File: src/rtl/button_filter_pkg.sv
// Shared constants and helpers for the button_filter debouncer.
// Mode encodings and the per-channel counter width derivation live here.
package button_filter_pkg;

  localparam int MODE_SYMMETRIC = 0;
  localparam int MODE_STRETCH   = 1;

  // Counter only has to reach HOLD-1, so clog2(HOLD) bits suffice (min 1).
  function automatic int cnt_width(input int hold);
    return (hold <= 2) ? 1 : $clog2(hold);
  endfunction

endpackage

File: src/rtl/button_filter_chan.sv
// One debounce channel: 2-flop synchroniser, hold counter, filtered level
// and registered rise/fall pulses aligned with the new filtered level.
module button_filter_chan
  import button_filter_pkg::*;
#(
  parameter int HOLD      = 100000,
  parameter int MODE      = MODE_SYMMETRIC,
  parameter bit RESET_VAL = 1'b0
) (
  input  logic clk,
  input  logic rst_n,
  input  logic in_i,
  output logic out_o,
  output logic rise_o,
  output logic fall_o
);

  localparam int              CNT_W   = cnt_width(HOLD);
  localparam logic [CNT_W-1:0] CNT_MAX = CNT_W'(HOLD - 1);

  logic             s1_q, s2_q;
  logic             out_q, out_d;
  logic [CNT_W-1:0] cnt_q, cnt_d;
  logic             rise_q, fall_q;

  // NOTE: every always_comb output gets a default first so no path leaves
  // it unassigned; otherwise synthesis infers a latch.
  always_comb begin
    out_d = out_q;
    cnt_d = cnt_q;
    if (MODE == MODE_STRETCH && s2_q) begin
      // Stretch mode: a high sample asserts immediately and re-arms the release.
      out_d = 1'b1;
      cnt_d = '0;
    end else if (s2_q == out_q) begin
      cnt_d = '0;
    end else if (cnt_q == CNT_MAX) begin
      out_d = s2_q;
      cnt_d = '0;
    end else begin
      cnt_d = cnt_q + 1'b1;
    end
  end

  // NOTE: state registers use non-blocking assignments so every flop samples
  // the pre-edge value of its neighbours, independent of statement order.
  always_ff @(posedge clk) begin
    if (!rst_n) begin
      s1_q   <= RESET_VAL;
      s2_q   <= RESET_VAL;
      out_q  <= RESET_VAL;
      cnt_q  <= '0;
      rise_q <= 1'b0;
      fall_q <= 1'b0;
    end else begin
      s1_q   <= in_i;
      s2_q   <= s1_q;
      out_q  <= out_d;
      cnt_q  <= cnt_d;
      // Pulses are registered alongside out_q so they coincide with the new level.
      rise_q <= out_d & ~out_q;
      fall_q <= ~out_d & out_q;
    end
  end

  assign out_o  = out_q;
  assign rise_o = rise_q;
  assign fall_o = fall_q;

endmodule

File: src/rtl/button_filter.sv
// Multi-channel button/switch debouncer: one independent filter per input bit
// plus a combined change strobe.
module button_filter
  import button_filter_pkg::*;
#(
  parameter int CHANNELS  = 4,
  parameter int HOLD      = 100000,
  parameter int MODE      = MODE_SYMMETRIC,
  parameter bit RESET_VAL = 1'b0
) (
  input  logic                clk,
  input  logic                rst_n,
  input  logic [CHANNELS-1:0] in,
  output logic [CHANNELS-1:0] out,
  output logic [CHANNELS-1:0] rise,
  output logic [CHANNELS-1:0] fall,
  output logic                any_change
);

  for (genvar g = 0; g < CHANNELS; g++) begin : g_chan
    button_filter_chan #(
      .HOLD      (HOLD),
      .MODE      (MODE),
      .RESET_VAL (RESET_VAL)
    ) u_chan (
      .clk    (clk),
      .rst_n  (rst_n),
      .in_i   (in[g]),
      .out_o  (out[g]),
      .rise_o (rise[g]),
      .fall_o (fall[g])
    );
  end

  assign any_change = |(rise | fall);

endmodule

File: config.mk
export PLATFORM = sky130hd
export DESIGN_NAME = button_filter
export DESIGN_NICKNAME = d
export VERILOG_FILES = /design/src/rtl/button_filter_pkg.sv /design/src/rtl/button_filter_chan.sv /design/src/rtl/button_filter.sv
export SDC_FILE = /design/constraint.sdc
export NUM_CORES = 1
export LEC_CHECK = 0
export ABC_AREA = 1
export CORE_ASPECT_RATIO = 0.7
export CORE_MARGIN = 3
export CORE_UTILIZATION = 34
export CTS_BUF_LIST = sky130_fd_sc_hd__clkbuf_2 sky130_fd_sc_hd__clkbuf_4 sky130_fd_sc_hd__clkbuf_8
export DETAILED_ROUTE_END_ITERATION = 8
export GPL_TIMING_DRIVEN = 0
export PLACE_DENSITY_LB_ADDON = 0.3
export SLEW_MARGIN = 20
export SYNTH_ARGS = -nofsm -noshare
export SYNTH_HDL_FRONTEND = slang
export SYNTH_SLANG_ARGS = --single-unit
File: constraint.sdc
create_clock -name clk -period 4.4 [get_ports clk]
set_clock_uncertainty 0.2 [all_clocks]
set_input_delay 0.88 -clock clk [delete_from_list [all_inputs] [get_ports clk]]
set_output_delay 0.88 -clock clk [all_outputs]
set_load 0.005 [all_outputs]
======== Word level (Yosys, flattened, before mapping) ========
Cells that the tools add are included.
storage, ports and cells
  bits in registers ....................... 88
  output and inout port bits .............. 13
operators by class
  $add $sub $neg .......................... 4
  equality and inequality tests ........... 8
  muxes and demuxes ....................... 8
  bitwise logic cells ..................... 18
  reductions and logical operators ........ 5
operators with widths
  cell                                                              number
  17-bit by 1-bit adder with 17-bit output (second input constant)  4
  17-bit == test (second input constant)                            4
  3-bit OR reduction                                                4
  1-bit NOT                                                         9
  1-bit AND                                                         8
  1-bit two-way mux                                                 8
  1-bit == test                                                     4
  4-bit OR                                                          1
  4-bit OR reduction                                                1

======== Logic depth before layout (Yosys ltp) ========
Gate-level depths: netlist (run 1).
  word-level depth ........................ 5
  mapped depth ............................ 9

======== By module ========
A second synthesis (run 1) with hierarchy kept.
second synthesis, totals
  cell total of the unflattened synthesis .. 639
  area total of the unflattened synthesis .. 4,445.5 um^2
by module, submodules not included
  module              times used  cells an instance  area each (um^2)  seq. area each (um^2)
  button_filter_chan  4           156                1,097.3           440.4
  button_filter       1           15                 56.3              0.0

======== Worst setup path before layout (run 1) ========
Ideal clock, no wire load.
  kind .................................... register -> output
  from .................................... register g_chan[0].u_chan.fall_q
  to ...................................... output any_change
  arrival time ............................ 0.626 ns
  data required time ...................... 3.320 ns
  path slack .............................. 2.694 ns
  stages on the path, launching flop included .. 3
  cells stage by stage .................... dfxtp_1 > nor4_1 > nand2_1
on the way
  cells in the longest elaborated chain, start to end .. 2
ends and longest elaborated chain
  what                    RTL line                  RTL
  from (decl)             button_filter_chan.sv:24  logic rise_q, fall_q;
  from (signal assigned)  button_filter_chan.sv:62  fall_q <= ~out_d & out_q;
  4-bit OR                button_filter.sv:35       assign any_change = |(rise | fall);
  4-bit OR reduction      button_filter.sv:35
  to (decl)               button_filter.sv:17       output logic any_change
No other way between the ends.

======== Worst setup path in the final report (run 1) ========
  from .................................... register g_chan[2].u_chan.fall_q
  to ...................................... output any_change
on the way
  cells in the longest elaborated chain, start to end .. 2
ends and longest elaborated chain
  what                    RTL line
  from (decl)             button_filter_chan.sv:24
  from (signal assigned)  button_filter_chan.sv:62
  4-bit OR                button_filter.sv:35
  4-bit OR reduction      button_filter.sv:35
No other way between the ends.

==> flow_metrics.py, run 1 <==
metrics = {
    "run_status": {
        "status": "completed",
    },
    "placement": {
        "dp_cells": 822,
        "gp_congestion": 0.885,
        "postPlaceCellArea_um2": 4830,
        "io_buffers": 18,
        "dpl.hpwl_mm": 6.93,
    },
    "layout": {
        "area_delta_synth_final_pct": 12.7,
        "layout_common_cells": "162 x nand2_1, 129 x nor2_1, 88 x dfxtp_1",
        "final_cell_count_no_fill": 838,
        "final_common_cell": "nand2_1",
        "drive_gt1_share_pct": 10.2,
        "final_cell_area_um2": 5010,
        "antenna_cells": 0,
        "nNetsFinal": 681,
    },
    "global_routing": {
        "grt_max_degree": 17,
        "grt-ovfl-total": 0,
        "antenna_found_initial": 0,
        "grt_pass1_wl_mm": 15.7,
        "grt_pass1_vias": 3453,
        "grt_use_total_pct": 13.2,
    },
    "logic_synthesis": {
        "synth_seq_area_share_pct": 39.7,
        "synth_area_per_cell_um2": 6.92,
        "ys_types": 31,
        "yosysTopAreaCell": "dfxtp_1",
        "yosysWarningCount": 0,
        "syn_nets": 652,
        "synthCells": 642,
        "synthTopCellsByArea": "dfxtp_1 40%, nand2_1 14%, nor2_1 11%",
        "ys_ff_latch": 88,
        "syn-cell-area_um2": 4440,
        "synth_top_area_share_pct": 39.7,
    },
    "worst_setup_path": {
        "worst_path_max_delay_cell": "clkdlybuf4s50_1",
        "path_class": "reg2out",
        "cp.required_ps": 3320,
        "reg2reg_slack_ps": 2590,
        "cp_cell_sequence": "nor4_1 -> nand2_1 -> clkdlybuf4s50_1",
        "worstPathArrival_ps": 1690,
        "cp-end-kind": "primary output",
        "worst_setup_path_start_kind": "flop",
        "critPathMaxFanout": 2,
        "cp_slowest_stage_delay_ps": 470,
    },
    "power_and_ir_drop": {
        "p_leak_nw": 1.85,
        "power_mw": 1.36,
        "pwr_density_cell_nw_per_um2": 271,
        "vdd_drop_max_uv": 138,
    },
    "cts": {
        "ctsResizeCount": 0,
        "cts_max_path_buffers": 2,
        "hold_buffers": 0,
        "numCtsBuffers": 9,
        "cts_tree": "yes",
        "cts_root_buf": "clkbuf_8",
        "clk_pin_slew_ps": 90,
        "cts_max_level": 3,
        "clkSinkCount": 88,
        "cts_setup_buffers": 0,
        "insertion_delay_ps": 370,
    },
    "routing": {
        "via_count": 3734,
        "drtPass1Iterations": 4,
        "avgRoutedWirePerCell_um": 10.7,
        "ant_nets": 0,
        "vias_per_cell": 4.46,
        "drc_errors": 0,
        "wl_mm": 8.97,
        "first_iter_violations": 241,
    },
    "floorplan": {
        "die-area_um2": 14500,
        "start_util_pct": 35.3,
        "die_w_um": 143,
        "die_y_um": 102,
        "std_cell_rows": 34,
        "ioPinCount": 19,
        "core_area_um2": 12600,
    },
    "sta": {
        "fmax_ghz": 0.361,
        "hold_viol": 0,
        "slew_violations": 0,
        "min_period_over_period_pct": 62.9,
        "rsz0062_at_grt": "no",
        "relSlewSlack_pct": 73.2,
        "finalSetupTns_ps": 0,
        "tightest_slew_ps": 402,
        "min_period_ps": 2770,
        "setup_viol": 0,
    },
    "run": {
        "drv_cap": 0,
    },
    "hold_path": {
        "hold_path.class": "reg2reg",
    },
}
cell type report:
class	instances	area, um^2
inverter	88	330
tap	162	203
fill	1296	7580
timing repair buffer	18	180
multi-input combinational	448	2200
sequential	88	1760
buffer	18	148
clock buffer	10	131
clock inverter	6	50.0
cell families after synthesis:
| family | after synthesis | share of synthesized area (%) |
|---|---|---|
| AND/OR/NAND/NOR | 390 | 38.7 |
| buffers and inverters | 106 | 10.8 |
| flip-flops | 88 | 39.7 |
| XOR/XNOR | 35 | 6.90 |
| AO/OA/AOI/OAI | 19 | 2.87 |
| adder cells (fa/ha/maj) | 4 | 1.13 |
Yosys cell counts, drive strengths merged:
| library cell | n |
|---|---|
| a21oi | 7 |
| buf | 17 |
| clkbuf | 1 |
| dfxtp | 88 |
| ha | 4 |
| inv | 88 |
| nand2 | 165 |
| nand3 | 44 |
| nand3b | 3 |
| nand4 | 17 |
| nor2 | 149 |
| nor3 | 6 |
| nor4 | 4 |
| o21ai | 8 |
| o21bai | 4 |
| or2 | 2 |
| xnor2 | 6 |
| xor2 | 29 |
flip-flops by register name, summed over array words and instances (netlist names):
name                  cells
g_chan.u_chan.cnt_q      68
g_chan.u_chan.fall_o      4
g_chan.u_chan.out_o       4
g_chan.u_chan.rise_o      4
g_chan.u_chan.s1_q        4
g_chan.u_chan.s2_q        4
power breakdown:
group | switching [mW] | internal [mW]
Combinational | 0.0147 | 0.0109
Clock | 0.308 | 0.221
Sequential | 0.00329 | 0.800
final timing paths:
path | from | end | cells after the start
worst min register to register | g_chan[0].u_chan.s1_q | g_chan[0].u_chan.s2_q | 2
worst max register to register | g_chan[0].u_chan.cnt_q[0] | g_chan[0].u_chan.cnt_q[5] | 7
worst max-delay path | g_chan[2].u_chan.fall_o | any_change | 3
worst min-delay path | g_chan[0].u_chan.s1_q | g_chan[0].u_chan.s2_q | 2
metrics by stage:
stage          hold slack [ps]  utilization, %  setup WS [ps]
2_1_floorplan              190               -           2690
3_3_place_gp               212            38.3           1880
3_5_place_dp               201            38.3           1850
4_1_cts                    225            39.8           1510
5_1_grt                    247            39.8           1430
6_report                   222            39.8           1630
worst max-delay path, delay by kind of cell, from the launching register on:
family / cells / cell delay, ps
buf+inv: 1 / 470
flops: 1 / 320
simple gates: 2 / 520
metal layers:
| layer | vias up | wire length, um | GRT usage [%] |
|---|---|---|---|
| li1 | 2024 | - | - |
| met5 | - | 0 | 0 |
| met3 | 9 | 384 | 3.78 |
| met2 | 52 | 3600 | 19.4 |
| met4 | 0 | 97 | 3.51 |
| met1 | 1649 | 4890 | 19.1 |
Power figures use the tool's default switching activity.
==> inputs of run 2 (changes only) <==
==> constraint.sdc (replaced) <==
create_clock -name clk -period 2.2 [get_ports clk]
set_clock_uncertainty 0.2 [all_clocks]
set_input_delay 0.44 -clock clk [delete_from_list [all_inputs] [get_ports clk]]
set_output_delay 0.44 -clock clk [all_outputs]
set_load 0.005 [all_outputs]
==> flow_metrics.py, run 2 (synthesized netlist as in run 1, its figures left out) <==
metrics = {
    "worst_setup_path": {
        "worst_setup_path_start_kind": "flop",
        "cp_slowest_stage_delay_ps": 340,
        "path_buf_inv": 1,
        "cp.required_ps": 1560,
        "cp_cell_sequence": "nor4_4 -> nand2_1 -> dlygate4sd2_1",
        "worst_path_max_delay_cell": "dfxtp_1",
        "critPathMaxFanout": 2,
        "cp_top_family": "simple AND/OR/NAND/NOR gates",
        "crit_path_start": "g_chan[3].u_chan.rise_o",
        "cp-end-kind": "primary output",
        "r2r_start": "g_chan[0].u_chan.cnt_q[0]",
        "r2r_cells": 7,
        "path_depth": 3,
        "path_class": "reg2out",
        "worstPathArrival_ps": 1430,
    },
    "cts": {
        "cts_max_level": 3,
        "cts_tree": "yes",
        "cts_setup_buffers": 0,
        "clk_pin_slew_ps": 90,
        "insertion_delay_ps": 370,
        "clkSinkCount": 88,
        "cts_root_buf": "clkbuf_8",
        "cts_max_path_buffers": 2,
        "ctsResizeCount": 3,
        "numCtsBuffers": 9,
        "hold_buffers": 0,
    },
    "floorplan": {
        "start_util_pct": 35.3,
        "die_y_um": 102,
        "die-area_um2": 14500,
        "die_w_um": 143,
        "ioPinCount": 19,
        "std_cell_rows": 34,
        "core_area_um2": 12600,
    },
    "sta": {
        "setup_viol": 0,
        "fmax_ghz": 0.484,
        "min_period_ps": 2070,
        "slew_violations": 0,
        "relSlewSlack_pct": 73.4,
        "hold_viol": 0,
        "rsz0062_at_grt": "no",
        "finalSetupTns_ps": 0,
        "tightest_slew_ps": 399,
        "min_period_over_period_pct": 93.9,
    },
    "run": {
        "drv_cap": 0,
    },
    "routing": {
        "avgRoutedWirePerCell_um": 10.7,
        "top_layer": "met4",
        "dr_wl_met2_mm": 3.60,
        "wl_mm": 8.94,
        "drc_errors": 0,
        "met3_length_um": 397,
        "vias_per_cell": 4.48,
        "first_iter_violations": 241,
        "via_count": 3757,
        "wl_met1_mm": 4.85,
        "ant_nets": 0,
        "drtPass1Iterations": 4,
    },
    "layout": {
        "area_delta_synth_final_pct": 13.0,
        "layout_common_cells": "162 x nand2_1, 129 x nor2_1, 88 x dfxtp_1",
        "antenna_cells": 0,
        "regMostFlops": "g_chan.u_chan.cnt_q",
        "drive_gt1_share_pct": 10.4,
        "nNetsFinal": 681,
        "final_common_cell": "nand2_1",
        "largest_register_ffs": 68,
    },
    "global_routing": {
        "grt_pass1_vias": 3459,
        "grt_use_total_pct": 13.3,
        "antenna_found_initial": 0,
        "grt_pass1_wl_mm": 15.7,
        "grt_max_degree": 17,
        "grt-ovfl-total": 0,
    },
    "hold_path": {
        "hold_depth": 2,
        "hold_path.class": "reg2reg",
        "worstHoldStart": "g_chan[0].u_chan.s1_q",
    },
    "power_and_ir_drop": {
        "power_mw": 2.72,
        "pwr_density_cell_nw_per_um2": 541,
        "vdd_drop_max_uv": 276,
        "p_leak_nw": 1.86,
    },
    "placement": {
        "io_buffers": 18,
        "gp_congestion": 0.885,
        "dpl.hpwl_mm": 6.93,
    },
    "run_status": {
        "status": "completed",
    },
}
==> run 2: cell count changes in the layout (fill, tap and decap cells not counted) <==
cell | previous run | this run
clkdlybuf4s50_1 | 18 | 17
dlygate4sd2_1 | 0 | 1
nor4_1 | 4 | 3
nor4_4 | 0 | 1
==> run 2: area by class of cell <==
cell class,instances,area [um^2]
Buffer,18,148
Sequential cell,88,1760
Inverter,88,330
Clock inverter,6,50.0
Multi-Input combinational cell,448,2220
Tap cell,162,203
Timing Repair Buffer,18,179
Clock buffer,10,131
Fill cell,1299,7570
==> run 2: worst paths after layout <==
path	end	slack, ps
hold / removal	g_chan[0].u_chan.s2_q	220
setup reg to reg	g_chan[0].u_chan.cnt_q[5]	390
hold reg to reg	g_chan[0].u_chan.s2_q	220
setup / recovery	any_change	130
==> run 2: power breakdown <==
part | total [mW] | leakage (nW) | internal (mW) | switching, mW
sequential | 1.61 | 0.710 | 1.60 | 0.00657
combinational | 0.0511 | 1.06 | 0.0217 | 0.0294
clock | 1.06 | 0.0930 | 0.441 | 0.617
==> run 2: worst reg2reg max path, cell delays in order (launching register included) <==
cell and delay (ps):
dfxtp_1 380, ha_1 290, inv_2 100, nor2_8 180
nand3_4 110, o21bai_4 220, buf_8 190, nor2_2 50
==> run 2: routing by layer <==
metal | GRT usage [%] | vias to the layer above
li1 | - | 2020
met1 | 19.1 | 1664
met2 | 19.4 | 64
met3 | 3.78 | 9
met4 | 3.51 | 0
met5 | 0 | -
==> run 2: through the flow <==
step | hold WS, ps | util [%] | area [um^2] | std cells | worst slack (ps)
3_3_place_gp | 212 | 38.3 | 4830 | 822 | 124
5_1_grt | 247 | 39.9 | 5020 | 838 | 23.7
2_1_floorplan | 190 | - | 4440 | 642 | 593
3_5_place_dp | 201 | 38.3 | 4830 | 822 | 94.7
6_report | 221 | 39.9 | 5020 | 838 | 133
4_1_cts | 225 | 39.9 | 5020 | 838 | 84.7
==> inputs of run 3 (changes only) <==
--- a/config.mk
+++ b/config.mk
@@ -8,10 +8,11 @@
 export ABC_AREA = 1
 export CORE_ASPECT_RATIO = 0.7
 export CORE_MARGIN = 3
-export CORE_UTILIZATION = 34
+export CORE_UTILIZATION = 45
 export CTS_BUF_LIST = sky130_fd_sc_hd__clkbuf_2 sky130_fd_sc_hd__clkbuf_4 sky130_fd_sc_hd__clkbuf_8
 export DETAILED_ROUTE_END_ITERATION = 8
 export GPL_TIMING_DRIVEN = 0
+export HOLD_SLACK_MARGIN = 0.1
 export PLACE_DENSITY_LB_ADDON = 0.3
 export SLEW_MARGIN = 20
 export SYNTH_ARGS = -nofsm -noshare
==> flow_metrics.py, run 3 (synthesized netlist as in run 1, its figures left out) <==
metrics = {
    "run_status": {
        "status": "completed",
    },
    "layout": {
        "utilization_pct": 53.5,
        "drive_gt1_share_pct": 10.2,
        "nNetsFinal": 681,
        "area_delta_synth_final_pct": 12.4,
        "layout_common_cells": "162 x nand2_1, 129 x nor2_1, 88 x dfxtp_1",
        "antenna_cells": 0,
        "final_cell_area_um2": 4990,
        "final_common_cell": "nand2_1",
        "multi_input_area_um2": 2210,
        "largest_register_ffs": 68,
        "regMostFlops": "g_chan.u_chan.cnt_q",
        "final_cell_count_no_fill": 799,
        "fillCellCount": 914,
        "layout.area.seq_um2": 1760,
    },
    "cts": {
        "cts_tree": "yes",
        "numCtsBuffers": 9,
        "clkSinkCount": 88,
        "insertion_delay_ps": 360,
        "cts_setup_buffers": 0,
        "cts_root_buf": "clkbuf_8",
        "cts_max_path_buffers": 2,
        "cts_max_level": 3,
        "clk_pin_slew_ps": 80,
    },
    "global_routing": {
        "antenna_found_initial": 0,
        "grt_use_total_pct": 17.1,
        "grt_max_degree": 14,
        "grt_pass1_wl_mm": 15.5,
        "grt_pass1_vias": 3375,
        "grt-ovfl-total": 0,
    },
    "worst_setup_path": {
        "cp_slowest_stage_delay_ps": 480,
        "worst_path_max_delay_cell": "clkdlybuf4s50_1",
        "worst_setup_path_start_kind": "flop",
        "r2r_end": "g_chan[0].u_chan.cnt_q[6]",
        "cp_cell_sequence": "buf_4 -> clkdlybuf4s50_1",
        "reg2reg_slack_ps": 410,
        "cp-end-kind": "primary output",
        "path_buf_inv": 2,
        "critPathMaxFanout": 5,
        "path_depth": 2,
        "cp_top_family": "buffers and inverters",
        "r2r_start": "g_chan[0].u_chan.cnt_q[0]",
        "cp.required_ps": 1560,
        "worstPathArrival_ps": 1400,
        "path_class": "reg2out",
        "r2r_cells": 7,
    },
    "routing": {
        "wl_mm": 8.71,
        "ant_nets": 0,
        "drc_errors": 0,
        "via_count": 3795,
        "vias_per_cell": 4.75,
        "drtPass1Iterations": 4,
        "first_iter_violations": 248,
        "avgRoutedWirePerCell_um": 10.9,
    },
    "placement": {
        "gp_congestion": 0.899,
        "dp_cells": 784,
        "postPlaceCellArea_um2": 4780,
        "dpl.hpwl_mm": 6.56,
        "io_buffers": 18,
    },
    "floorplan": {
        "start_util_pct": 47.6,
        "core_area_um2": 9330,
        "die_y_um": 89.1,
        "ioPinCount": 19,
        "std_cell_rows": 29,
        "die-area_um2": 11100,
        "die_w_um": 125,
    },
    "sta": {
        "min_period_over_period_pct": 92.9,
        "rsz0062_at_grt": "no",
        "finalSetupTns_ps": 0,
        "tightest_slew_ps": 398,
        "fmax_ghz": 0.489,
        "hold_viol": 0,
        "holdWs_ps": 215,
        "relSlewSlack_pct": 73.4,
        "setup_viol": 0,
        "min_period_ps": 2040,
        "slew_violations": 0,
    },
    "hold_path": {
        "hold_depth": 2,
        "hold_path.class": "reg2reg",
        "whs_endpoint": "g_chan[0].u_chan.s2_q",
        "worstHoldStart": "g_chan[0].u_chan.s1_q",
    },
    "power_and_ir_drop": {
        "vdd_drop_max_uv": 375,
        "pwr_density_cell_nw_per_um2": 574,
        "p_leak_nw": 1.87,
    },
    "run": {
        "drv_cap": 0,
    },
}
[run 3: changes by cell type in the layout (fill, tap and decap cells not counted)]
cell / change
bufinv_16: +2
clkinv_2: +1
clkbuf_4: +1
nor4_2: +1
nor4_4: -1
inv_8: -1
clkinvlp_4: -1
inv_6: -3
[run 3: through the flow]
step | worst slack (ps) | total power [mW]
after floorplan | 593 | 1.67
after global placement | 190 | 1.69
after detailed placement | 130 | 1.69
after CTS | 120 | 2.91
after global routing | 32.9 | 3.00
final | 157 | 2.87
[run 3: what timing repair did]
action | in CTS | in global routing
hold buffers | 0 | 0
endpoints found under the setup margin | 1 | 0
gates resized for setup | 2 | 0
[run 3: worst reg2reg max path, delay by kind of cell, from the launching register on]
kind,cells,cell delay (ps)
flip-flops,1,380
AND/OR/NAND/NOR,3,320
buffers and inverters,2,290
adder cells (fa/ha/maj),1,290
AO/OA/AOI/OAI,1,220
[run 3: worst max-delay path by stage]
stage                               from                         end  slack, ps
3_3_place_gp                       rst_n  g_chan[2].u_chan.cnt_q[11]        190
3_5_place_dp                       rst_n   g_chan[2].u_chan.cnt_q[2]        130
5_1_grt          g_chan[1].u_chan.rise_o                  any_change         30
2_1_floorplan  g_chan[0].u_chan.cnt_q[0]   g_chan[0].u_chan.cnt_q[2]        590
4_1_cts          g_chan[1].u_chan.rise_o                  any_change        120
6_report          g_chan[0].u_chan.out_o                      out[0]        160
[run 3: area by class of cell]
cell class / instances / area share, %
well taps: 124 / 3.11
plain buffers: 18 / 2.96
inverters: 88 / 6.62
clock inverters: 4 / 1.40
clock buffers: 11 / 2.78
flip-flops and latches: 88 / 35.3
multi-input cells: 448 / 44.3
repair buffers: 18 / 3.58
[run 3: power breakdown]
part,leakage (nW),total (mW),internal [mW],switching [mW]
clock,0.110,1.21,0.656,0.556
combinational,1.05,0.0508,0.0217,0.0291
sequential,0.710,1.61,1.60,0.00554
total,1.87,2.87,2.28,0.591
[run 3: routing by layer]
layer  global-route usage, %  wire length, um  vias to the layer above
met1                    23.6             4550                     1698
met2                    25.9             3570                       69
li1                        -                -                     2016
met5                       0                0                        -
met4                    5.97              132                        0
met3                    4.72              453                       12
